### src/rtl/threshold_monitor.sv
// Debounced threshold-crossing detector: hysteresis FSM over Comparator gt/lt flags,
// with rise/fall events and their sample-index stamps queued in a small valid/ready FIFO.
module threshold_monitor #(
    parameter  int DEBOUNCE  = 3,
    parameter  int CNT_W     = 4,
    parameter  int STAMP_W   = 8,
    parameter  int EVT_DEPTH = 4,
    localparam int PTR_W     = $clog2(EVT_DEPTH),
    localparam int OCC_W     = PTR_W + 1
) (
    input  logic               clk,
    input  logic               rst,
    input  logic               in_valid,
    input  logic               gt,
    input  logic               lt,
    input  logic               flag_clr,
    output logic               evt_valid,
    input  logic               evt_ready,
    output logic               evt_rise,
    output logic [STAMP_W-1:0] evt_stamp,
    output logic               level,
    output logic [OCC_W-1:0]   evt_count,
    output logic               overflow,
    output logic               err
);

    typedef enum logic [1:0] {
        ST_LOW     = 2'd0,
        ST_RISING  = 2'd1,
        ST_HIGH    = 2'd2,
        ST_FALLING = 2'd3
    } state_t;

    localparam logic [CNT_W:0]     DEB_V     = (CNT_W+1)'(DEBOUNCE);
    localparam logic [CNT_W-1:0]   CNT_ONE   = CNT_W'(1);
    localparam logic [STAMP_W-1:0] STAMP_ONE = STAMP_W'(1);
    localparam logic [OCC_W-1:0]   DEPTH_V   = OCC_W'(EVT_DEPTH);
    localparam logic [OCC_W-1:0]   OCC_ONE   = OCC_W'(1);
    localparam logic [PTR_W-1:0]   PTR_ONE   = PTR_W'(1);
    localparam logic               DEB_ONE   = (DEBOUNCE == 1);

    state_t               state_q;
    logic [CNT_W-1:0]     cnt_q;
    logic [STAMP_W-1:0]   stamp_q;
    logic [PTR_W-1:0]     wr_ptr_q;
    logic [PTR_W-1:0]     rd_ptr_q;
    logic [OCC_W-1:0]     count_q;
    logic                 overflow_q;
    logic                 err_q;
    logic [STAMP_W:0]     mem_q [EVT_DEPTH];

    logic                 s_above;
    logic                 s_below;
    logic                 s_illegal;
    logic [CNT_W:0]       cnt_inc;
    logic                 done_rise;
    logic                 done_fall;
    logic                 push_req;
    logic                 full;
    logic                 pop;
    logic                 push;
    logic                 drop;
    logic [STAMP_W:0]     head;

    // Sample classification; EQUAL and idle cycles qualify as neither direction.
    assign s_above   = in_valid &  gt & ~lt;
    assign s_below   = in_valid &  lt & ~gt;
    assign s_illegal = in_valid &  gt &  lt;

    // One extra bit so the debounce compare never aliases on counter wrap.
    assign cnt_inc   = {1'b0, cnt_q} + {1'b0, CNT_ONE};

    assign done_rise = s_above & (((state_q == ST_LOW) & DEB_ONE) |
                                  ((state_q == ST_RISING) & (cnt_inc == DEB_V)));
    assign done_fall = s_below & (((state_q == ST_HIGH) & DEB_ONE) |
                                  ((state_q == ST_FALLING) & (cnt_inc == DEB_V)));

    always_ff @(posedge clk or posedge rst) begin
        if (rst) begin
            state_q <= ST_LOW;
            cnt_q   <= '0;
        end else begin
            case (state_q)
                ST_LOW: begin
                    if (s_above) begin
                        if (DEB_ONE) begin
                            state_q <= ST_HIGH;
                            cnt_q   <= '0;
                        end else begin
                            state_q <= ST_RISING;
                            cnt_q   <= CNT_ONE;
                        end
                    end
                end
                ST_RISING: begin
                    if (done_rise) begin
                        state_q <= ST_HIGH;
                        cnt_q   <= '0;
                    end else if (s_above) begin
                        cnt_q   <= cnt_inc[CNT_W-1:0];
                    end else if (s_below) begin
                        state_q <= ST_LOW;
                        cnt_q   <= '0;
                    end
                end
                ST_HIGH: begin
                    if (s_below) begin
                        if (DEB_ONE) begin
                            state_q <= ST_LOW;
                            cnt_q   <= '0;
                        end else begin
                            state_q <= ST_FALLING;
                            cnt_q   <= CNT_ONE;
                        end
                    end
                end
                ST_FALLING: begin
                    if (done_fall) begin
                        state_q <= ST_LOW;
                        cnt_q   <= '0;
                    end else if (s_below) begin
                        cnt_q   <= cnt_inc[CNT_W-1:0];
                    end else if (s_above) begin
                        state_q <= ST_HIGH;
                        cnt_q   <= '0;
                    end
                end
                default: begin
                    state_q <= ST_LOW;
                    cnt_q   <= '0;
                end
            endcase
        end
    end

    assign level = (state_q == ST_HIGH) | (state_q == ST_FALLING);

    // Every valid sample consumes an index, including EQUAL and ILLEGAL ones.
    always_ff @(posedge clk or posedge rst) begin
        if (rst) begin
            stamp_q <= '0;
        end else if (in_valid) begin
            stamp_q <= stamp_q + STAMP_ONE;
        end
    end

    assign push_req = done_rise | done_fall;
    assign full     = (count_q == DEPTH_V);
    assign evt_valid = (count_q != '0);
    assign pop      = evt_valid & evt_ready;
    // A pop frees the slot this same edge, so a full FIFO still accepts the push.
    assign push     = push_req & (~full | pop);
    assign drop     = push_req & full & ~pop;

    always_ff @(posedge clk) begin
        if (push) begin
            mem_q[wr_ptr_q] <= {done_rise, stamp_q};
        end
    end

    always_ff @(posedge clk or posedge rst) begin
        if (rst) begin
            wr_ptr_q <= '0;
            rd_ptr_q <= '0;
            count_q  <= '0;
        end else begin
            if (push) begin
                wr_ptr_q <= wr_ptr_q + PTR_ONE;
            end
            if (pop) begin
                rd_ptr_q <= rd_ptr_q + PTR_ONE;
            end
            case ({push, pop})
                2'b10:   count_q <= count_q + OCC_ONE;
                2'b01:   count_q <= count_q - OCC_ONE;
                default: count_q <= count_q;
            endcase
        end
    end

    // Head is gated so unwritten storage never reaches the outputs.
    assign head      = mem_q[rd_ptr_q];
    assign evt_rise  = evt_valid & head[STAMP_W];
    assign evt_stamp = evt_valid ? head[STAMP_W-1:0] : '0;
    assign evt_count = count_q;

    always_ff @(posedge clk or posedge rst) begin
        if (rst) begin
            overflow_q <= 1'b0;
            err_q      <= 1'b0;
        end else begin
            overflow_q <= drop      | (overflow_q & ~flag_clr);
            err_q      <= s_illegal | (err_q      & ~flag_clr);
        end
    end

    assign overflow = overflow_q;
    assign err      = err_q;

endmodule

### config.mk
export PLATFORM = sky130hd
export DESIGN_NAME = threshold_monitor
export DESIGN_NICKNAME = d
export VERILOG_FILES = /design/src/rtl/threshold_monitor.sv
export SDC_FILE = /design/constraint.sdc
export NUM_CORES = 1
export LEC_CHECK = 0
export ABC_AREA = 1
export ABC_CLOCK_PERIOD_IN_PS = 2000
export BUFFER_PORTS_ARGS = -buffer_cell sky130_fd_sc_hd__buf_2
export CAP_MARGIN = 5
export CORE_MARGIN = 2
export CORE_UTILIZATION = 35
export CTS_CLUSTER_SIZE = 20
export DETAILED_ROUTE_END_ITERATION = 10
export PLACE_DENSITY = 0.5
export RECOVER_POWER = 50
export SYNTH_ARGS = -nofsm -noshare
export SYNTH_HDL_FRONTEND = slang
export SYNTH_SLANG_ARGS = --single-unit
### constraint.sdc
create_clock -name clk -period 2 [get_ports clk]
set_input_delay 0.1 -clock clk [delete_from_list [all_inputs] [get_ports clk]]
set_output_delay 0.1 -clock clk [all_outputs]
set_load 0.02 [all_outputs]
* Yosys cells after proc, flatten, opt, wreduce, memory -nomap -nowiden
Memories as Yosys holds them, arrays and structs flattened.
Cells that the tools add are included.
** Cells by class
- Add/sub/neg operators :: 6
- Equality and inequality tests :: 15
- Multiplexer cells :: 22
- Bitwise gates (word level) :: 26
- Reductions and logical operators :: 5
** Operator list (count)
- 2-to-1 mux 4 bit :: 8
- AND 1 bit :: 16
- 2-to-1 mux 2 bit :: 8
- case mux 4 bit (4 select lines) :: 1
- != test 3 bit, second input constant :: 4
- adder 8 x 1 -> 8 bit, second input constant :: 1
- 2-to-1 mux 8 bit :: 1
- != test 4 bit, second input constant :: 2
- case mux 2 bit (4 select lines) :: 1
- equality test 2 bit, second input constant :: 3
- case mux 3 bit (2 select lines) :: 1
- AND reduction 6 bit :: 1
- adder 4 x 1 -> 5 bit, second input constant :: 1
- equality test 5 x 2 -> 1 bit, second input constant :: 1
- NOT 1 bit :: 5
- OR 1 bit :: 5
- adder 2 x 1 -> 2 bit, second input constant :: 2
- equality test 2 x 1 -> 1 bit, second input constant :: 2
- != test 2 bit, second input constant :: 2
- AND reduction 4 bit :: 1
- adder 3 x 1 -> 3 bit, second input constant :: 1
- equality test 3 bit, second input constant :: 1
- nonzero test 3 bit :: 1
- subtractor 3 x 1 -> 3 bit, second input constant :: 1
- 3 further kinds :: 4
** Storage, ports and cells
- Register bits after elaboration :: 23
- Bits in writable memories :: 36
- Input bits :: 7
- Memories :: 1
** Memory list
- mem_q :: words 4, width 9, rd ports 1, clocked after memory_dff 0, write ports 1, line 50 : logic [STAMP_W:0] mem_q [EVT_DEPTH];

* Depth between registers and ports, before layout
- Word-level depth :: 8
- Gate-level depth with buffers :: 13

* Least setup slack after synthesis
OpenSTA, ideal clock, no wires.
- Path type :: register to register
- Start :: reg cnt_q[0]
- End :: mem mem_q[0][0] (netlist name), enable pin
- Arrival time :: 1532 ps
- Required time :: 1626 ps
- Slack :: 94 ps
- Cell stages (with the launch flop) :: 7
- Buffers on the path :: 0
- Cell sequence :: dfrtp_1 > ha_1 > nand2_1 > nand3_2 > nor2_4 > nand3_2 > nor2_1
** Between the ends
- Cells in the longest elaborated chain, start to end :: 8
** RTL lines
- start, declared :: line 43 : logic [CNT_W-1:0] cnt_q;
- start signal, assigned :: line 100 : cnt_q <= cnt_inc[CNT_W-1:0];
- start signal, assigned :: line 122 : cnt_q <= cnt_inc[CNT_W-1:0];
- adder 4 x 1 -> 5 bit * :: line 71 : assign cnt_inc = {1'b0, cnt_q} + {1'b0, CNT_ONE};
- equality test 5 x 2 -> 1 bit * :: line 74, 76
- AND 1 bit (on tied branches) :: line 74, 76
- AND 1 bit (on tied branches) :: line 73, 75
- OR 1 bit * :: line 147 : assign push_req = done_rise | done_fall;
- AND 1 bit * :: line 152 : assign push = push_req & (~full | pop);
- 2-to-1 mux 1 bit * :: line 156 : if (push) begin
- 2-to-1 mux 1 bit (not written as such) * :: line 157 : mem_q[wr_ptr_q] <= {done_rise, stamp_q};
- end, declared :: line 50
Mark *: on every way between the ends. The rest lies on a longest branch, timed or not.

* Worst setup path after layout
- Start :: reg cnt_q[0]
- End :: reg count_q[2], in the netlist evt_count[2]
** Between the ends
- Cells in the longest elaborated chain, start to end :: 8
** RTL lines
- adder 4 x 1 -> 5 bit * :: line 71
- equality test 5 x 2 -> 1 bit * :: line 74, 76
- AND 1 bit (on tied branches) :: line 74, 76
- AND 1 bit (on tied branches) :: line 73, 75
- OR 1 bit * :: line 147
- AND 1 bit * :: line 152
- equality test 2 x 1 -> 1 bit / equality test 2 bit (equally long branches) :: line 173 : case ({push, pop})
- case mux 3 bit (2 select lines) / nonzero test 2 bit (equally long branches)
- end signal, assigned :: line 174 : 2'b10: count_q <= count_q + OCC_ONE;
- end signal, assigned :: line 175 : 2'b01: count_q <= count_q - OCC_ONE;
- end signal, assigned :: line 176 : default: count_q <= count_q;
- end, declared :: line 47 : logic [OCC_W-1:0] count_q;
Marks and branches as above.
A chain may end at the register's enable or synchronous reset.

==> results.md <==
- At the pin with the least slew margin, the transition time is 1.36 ns.
- The final routed DRC violation total is 0.
- The proportion of layout cells with a drive suffix above 1 is 20.1%.
- Global routing consumed, over all layers together, 14.0% of the routing resources.
- The flip-flop and latch count after synthesis is 59.
- The kind of end point of the critical path is a flip-flop.
- The largest net degree at the start of global routing is 24.
- Of the post-synthesis cell area, the part taken by muxes is 0%.
- The fraction of synthesis flops using an asynchronous set or reset pin is 39.0%.
- The clock network power share is 25.0%.
- The final routed wire length divided by cell count is 12.9 um.
- The number of antenna violations at the first check in global routing is 0.
- Max-cap violations in this run came to 0.
- The setup path with the least slack is of type flip-flop to flip-flop.
- Setup repair after global routing left no endpoint under its margin.
- The per-instance average area after synthesis is 10.4 um2.
- The wire length of the first global-routing pass is 9.02 mm.
- The reported leakage power is 0.00142 uW.
- Yosys printed 0 warnings.
- The length of routed met3 wiring is 153 um.
- The final-stage net count is 323.
- The detailed router put a total of 2.64 mm of wire on met1.
- The largest area contributor in the synthesized netlist is sky130_fd_sc_hd__edfxtp_1.
- The post-route fraction of the period consumed by the critical path is 92.2%.
- The number of buffers inserted by port buffering is 22.
- The total number of placement rows is 32.
- Summed over all layers, the routed wires come to 5.35 mm.
- The internal power summed over all cells is 2830 uW.
- The register area share after synthesis is 59.6%.
- The critical path data arrival time is 2.07 ns.
- The iteration-0 DRC count of the detailed router is 131.
- The root buffer cell is sky130_fd_sc_hd__clkbuf_8.
- The number of antenna diodes in the final layout is 0.
- The highest routing layer actually used is met4.
- The cell area that synthesis handed to floorplanning was 2780 um2.
- The design draws 4650 uW.
- Along the worst path, the maximum fanout reaches 4.
- The portion of total power attributed to sequential cells is 38.0%.
- The total congestion overflow is 0.
- The last weighted congestion value of the routability-driven placer is 0.810.
- The via count of the routed design is 1840.
- The area used by sequential logic in the layout is 1660 um2.
- STA classifies the critical path startpoint as a flip-flop.
- The clock arrives with 0.00691 ns of skew.
- Summing the areas of all and, or, nand and nor instances in the mapped netlist gives 19.5% of the synthesized area.
- After synthesis, the cell types taking the most area are sky130_fd_sc_hd__edfxtp_1 (39%), sky130_fd_sc_hd__dfrtp_1 (21%), sky130_fd_sc_hd__nor2_1 (6.6%), sky130_fd_sc_hd__inv_1 (4.6%), sky130_fd_sc_hd__nand2_1 (4.2%).
- The count of endpoints failing hold in the final timing report is 0.
- Dividing the detail-routed via count by the number of cells gives 4.43.
- The H-tree depth is 3.
- The total count of max-transition violations in the final report is 0.
- The compound-cell area share of the yosys netlist is 7.52%.
- The initial utilization of the core area, before any placement, comes to 35.9%.
- For the worst-skew pair, the clock arrives at the later sink with an insertion delay of 0.33 ns.
- The tree built by TritonCTS fans out to 59 sinks.
- The data required time at the worst endpoint is 2.22 ns.
- The worst-case IR drop observed on VDD is 0.821 mV.
- The switching fraction of total power is 39.1%.
- Leaving out fill and tap cells, the most frequent cell in the layout is sky130_fd_sc_hd__nor2_1.
- For this design the top-level I/O count stands at 23.
- The die covers 8660 um2.
- The number of endpoints failing setup at the final stage is 0.
- The floorplan step set the die width to 93.1 um.
- The portion of synthesized cell area occupied by the leading cell type is 38.9%.
- The number of filler instances in the final layout is 758.
- The count of buffers added by post-CTS timing repair for setup is 0.
- The area occupied by multi-input gates is 951 um2.
- The area of the core is 7730 um2.
- Summed over all nets, the half-perimeter wirelength after detailed placement is 3.64 mm.
- The detailed-routed wire length on met2 is 2.46 mm.
- After Yosys synthesis, full adders, half adders and majority gates account for 3.87% of the synthesized area.
- The net switching component of the power is 1820 uW.
- The relative area change from synthesis to final layout is 18.5%.
- The flow ran to the end, and the final reports show no timing, DRC or antenna violations.
- The longest clock path from root to sink contains 2 buffers.
- The xor/xnor cell area share of the yosys netlist is 3.42%.
- The normalized max-slew margin is 9.25%.
- Counting the buffers created by CTS gives 9.
- From bottom edge to top edge, the die measures 93.1 um.
- In the final timing run, aggregate negative setup slack is 0 ns.
- Counting flops with a built-in enable in the synthesized netlist gives 36.
- When the netlist entered floorplanning its net count stood at 283.
- The total power per unit cell area is 1410 nW/um2.
- The first-pass detailed-route iteration total is 4.
- The clock slew at the register clock pins of the worst setup and hold paths is 0.07 ns.
- The worst-case register-to-register setup slack is 0.16 ns.
- TritonCTS built the clock tree.
- By area, the combinational part of the netlist is dominated by simple AND/OR/NAND/NOR gates.
- The worst min-delay path class is input pin to flip-flop.
- The highest clock frequency the design can meet is 0.542 GHz.
- The number of instances in the synthesized netlist is 268.
- The via count of the first global-routing pass came to 1800.
- The synthesized netlist contains 31 unique library cells.
- Once detail routing completed, the nets flagged for antenna violations numbered 0.
- In the synthesized netlist the dominant register cell turns out to be sky130_fd_sc_hd__edfxtp_1.
- Combinational logic burns 37.0% of the power.
- The library cells used most frequently in the layout, excluding fill and tap cells, are sky130_fd_sc_hd__nor2_1 (48), sky130_fd_sc_hd__edfxtp_1 (36), sky130_fd_sc_hd__inv_1 (34).
- Counting I/O delays and the setup requirement, the final critical path takes 1.84 ns.
final timing paths:
kind | from | depth (start not counted) | endpoint
worst max-delay path | cnt_q[0] | 12 | evt_count[2]
worst min-delay path | lt | 3 | err
worst max register to register | cnt_q[0] | 12 | evt_count[2]
worst min register to register | cnt_q[3] | 2 | cnt_q[3]
max in group asynchronous | rst | 4 | state_q[0]
min in group asynchronous | rst | 4 | evt_count[0]
flip-flops by register name, summed over array words and instances, names as in the netlist:
signal / cells
mem_q: 36
stamp_q: 8
cnt_q: 4
evt_count: 3
rd_ptr_q: 2
state_q: 2
wr_ptr_q: 2
err: 1
overflow: 1
Yosys cell counts, types with 3 or more instances:
master                      n
sky130_fd_sc_hd__o21ai_0   22
sky130_fd_sc_hd__nand3_1    8
sky130_fd_sc_hd__nor2_1    49
sky130_fd_sc_hd__a21oi_1   11
sky130_fd_sc_hd__ha_1       7
sky130_fd_sc_hd__xor2_1     6
sky130_fd_sc_hd__edfxtp_1  36
sky130_fd_sc_hd__nand2_1   31
sky130_fd_sc_hd__nand2_4    3
sky130_fd_sc_hd__inv_1     34
sky130_fd_sc_hd__xnor2_1    3
sky130_fd_sc_hd__o22ai_1    3
sky130_fd_sc_hd__nand2_2    7
sky130_fd_sc_hd__dfrtp_1   23
sky130_fd_sc_hd__clkbuf_1   3
metal layers:
metal / vias to the layer above / GRT usage (%)
met2: 22 / 21.9
li1: 950 / -
met3: 7 / 2.74
met4: 0 / 7.72
met5: - / 0
met1: 861 / 18.3
power by group through the flow:
stage                     registers (uW)  logic [uW]  clock network [uW]
after floorplan                     1770        1230                   0
after global placement              1780        1740                   0
after detailed placement            1780        1750                   0
after CTS                           1760        1760                1200
after global routing                1800        1970                1240
final                               1770        1720                1160
critical path: stages (launching register included):
cell                      delay (ns)
sky130_fd_sc_hd__dfrtp_1        0.41
sky130_fd_sc_hd__ha_1           0.22
sky130_fd_sc_hd__inv_1          0.05
sky130_fd_sc_hd__nand2_1        0.06
sky130_fd_sc_hd__nand3_2        0.11
sky130_fd_sc_hd__nor2_4         0.06
sky130_fd_sc_hd__nand2_4        0.07
sky130_fd_sc_hd__nand3_4        0.09
sky130_fd_sc_hd__fa_1           0.40
sky130_fd_sc_hd__inv_1          0.07
sky130_fd_sc_hd__nand2_1        0.06
sky130_fd_sc_hd__nand3_1        0.08
sky130_fd_sc_hd__nand2_1        0.05
metrics by stage:
step                hold slack [ns]  instance area, um2  std cells  setup slack (ns)  util [%]
finish                       0.0681                3290        415             0.155      42.6
CTS                          0.0550                3300        415            0.0491      42.7
detailed placement            0.177                3070        397             0.144      39.7
global placement              0.171                3070        397             0.187      39.7
global route                 0.0805                3290        415            0.0215      42.6
floorplan                     0.102                2780        268            0.0942         -
repair_timing:
item / CTS / global route
gates resized for setup: 0 / 2
hold buffers: 2 / 0
endpoints found under the hold margin: 25 / 0
endpoints found under the setup margin: 0 / 8
final cells by class:
type / count / area share, %
Sequential cell: 59 / 50.3
Multi-Input combinational cell: 167 / 28.9
Timing Repair Buffer: 35 / 6.08
Inverter: 36 / 4.22
Tap cell: 102 / 3.88
Clock buffer: 9 / 3.76
Clock inverter: 7 / 2.81
cell families after synthesis:
family / after synthesis
flops: 59
compound gates: 39
buf+inv: 42
simple gates: 110
fa+ha+maj: 8
xor+xnor: 10
No activity file was read; power rests on OpenSTA's default activity.
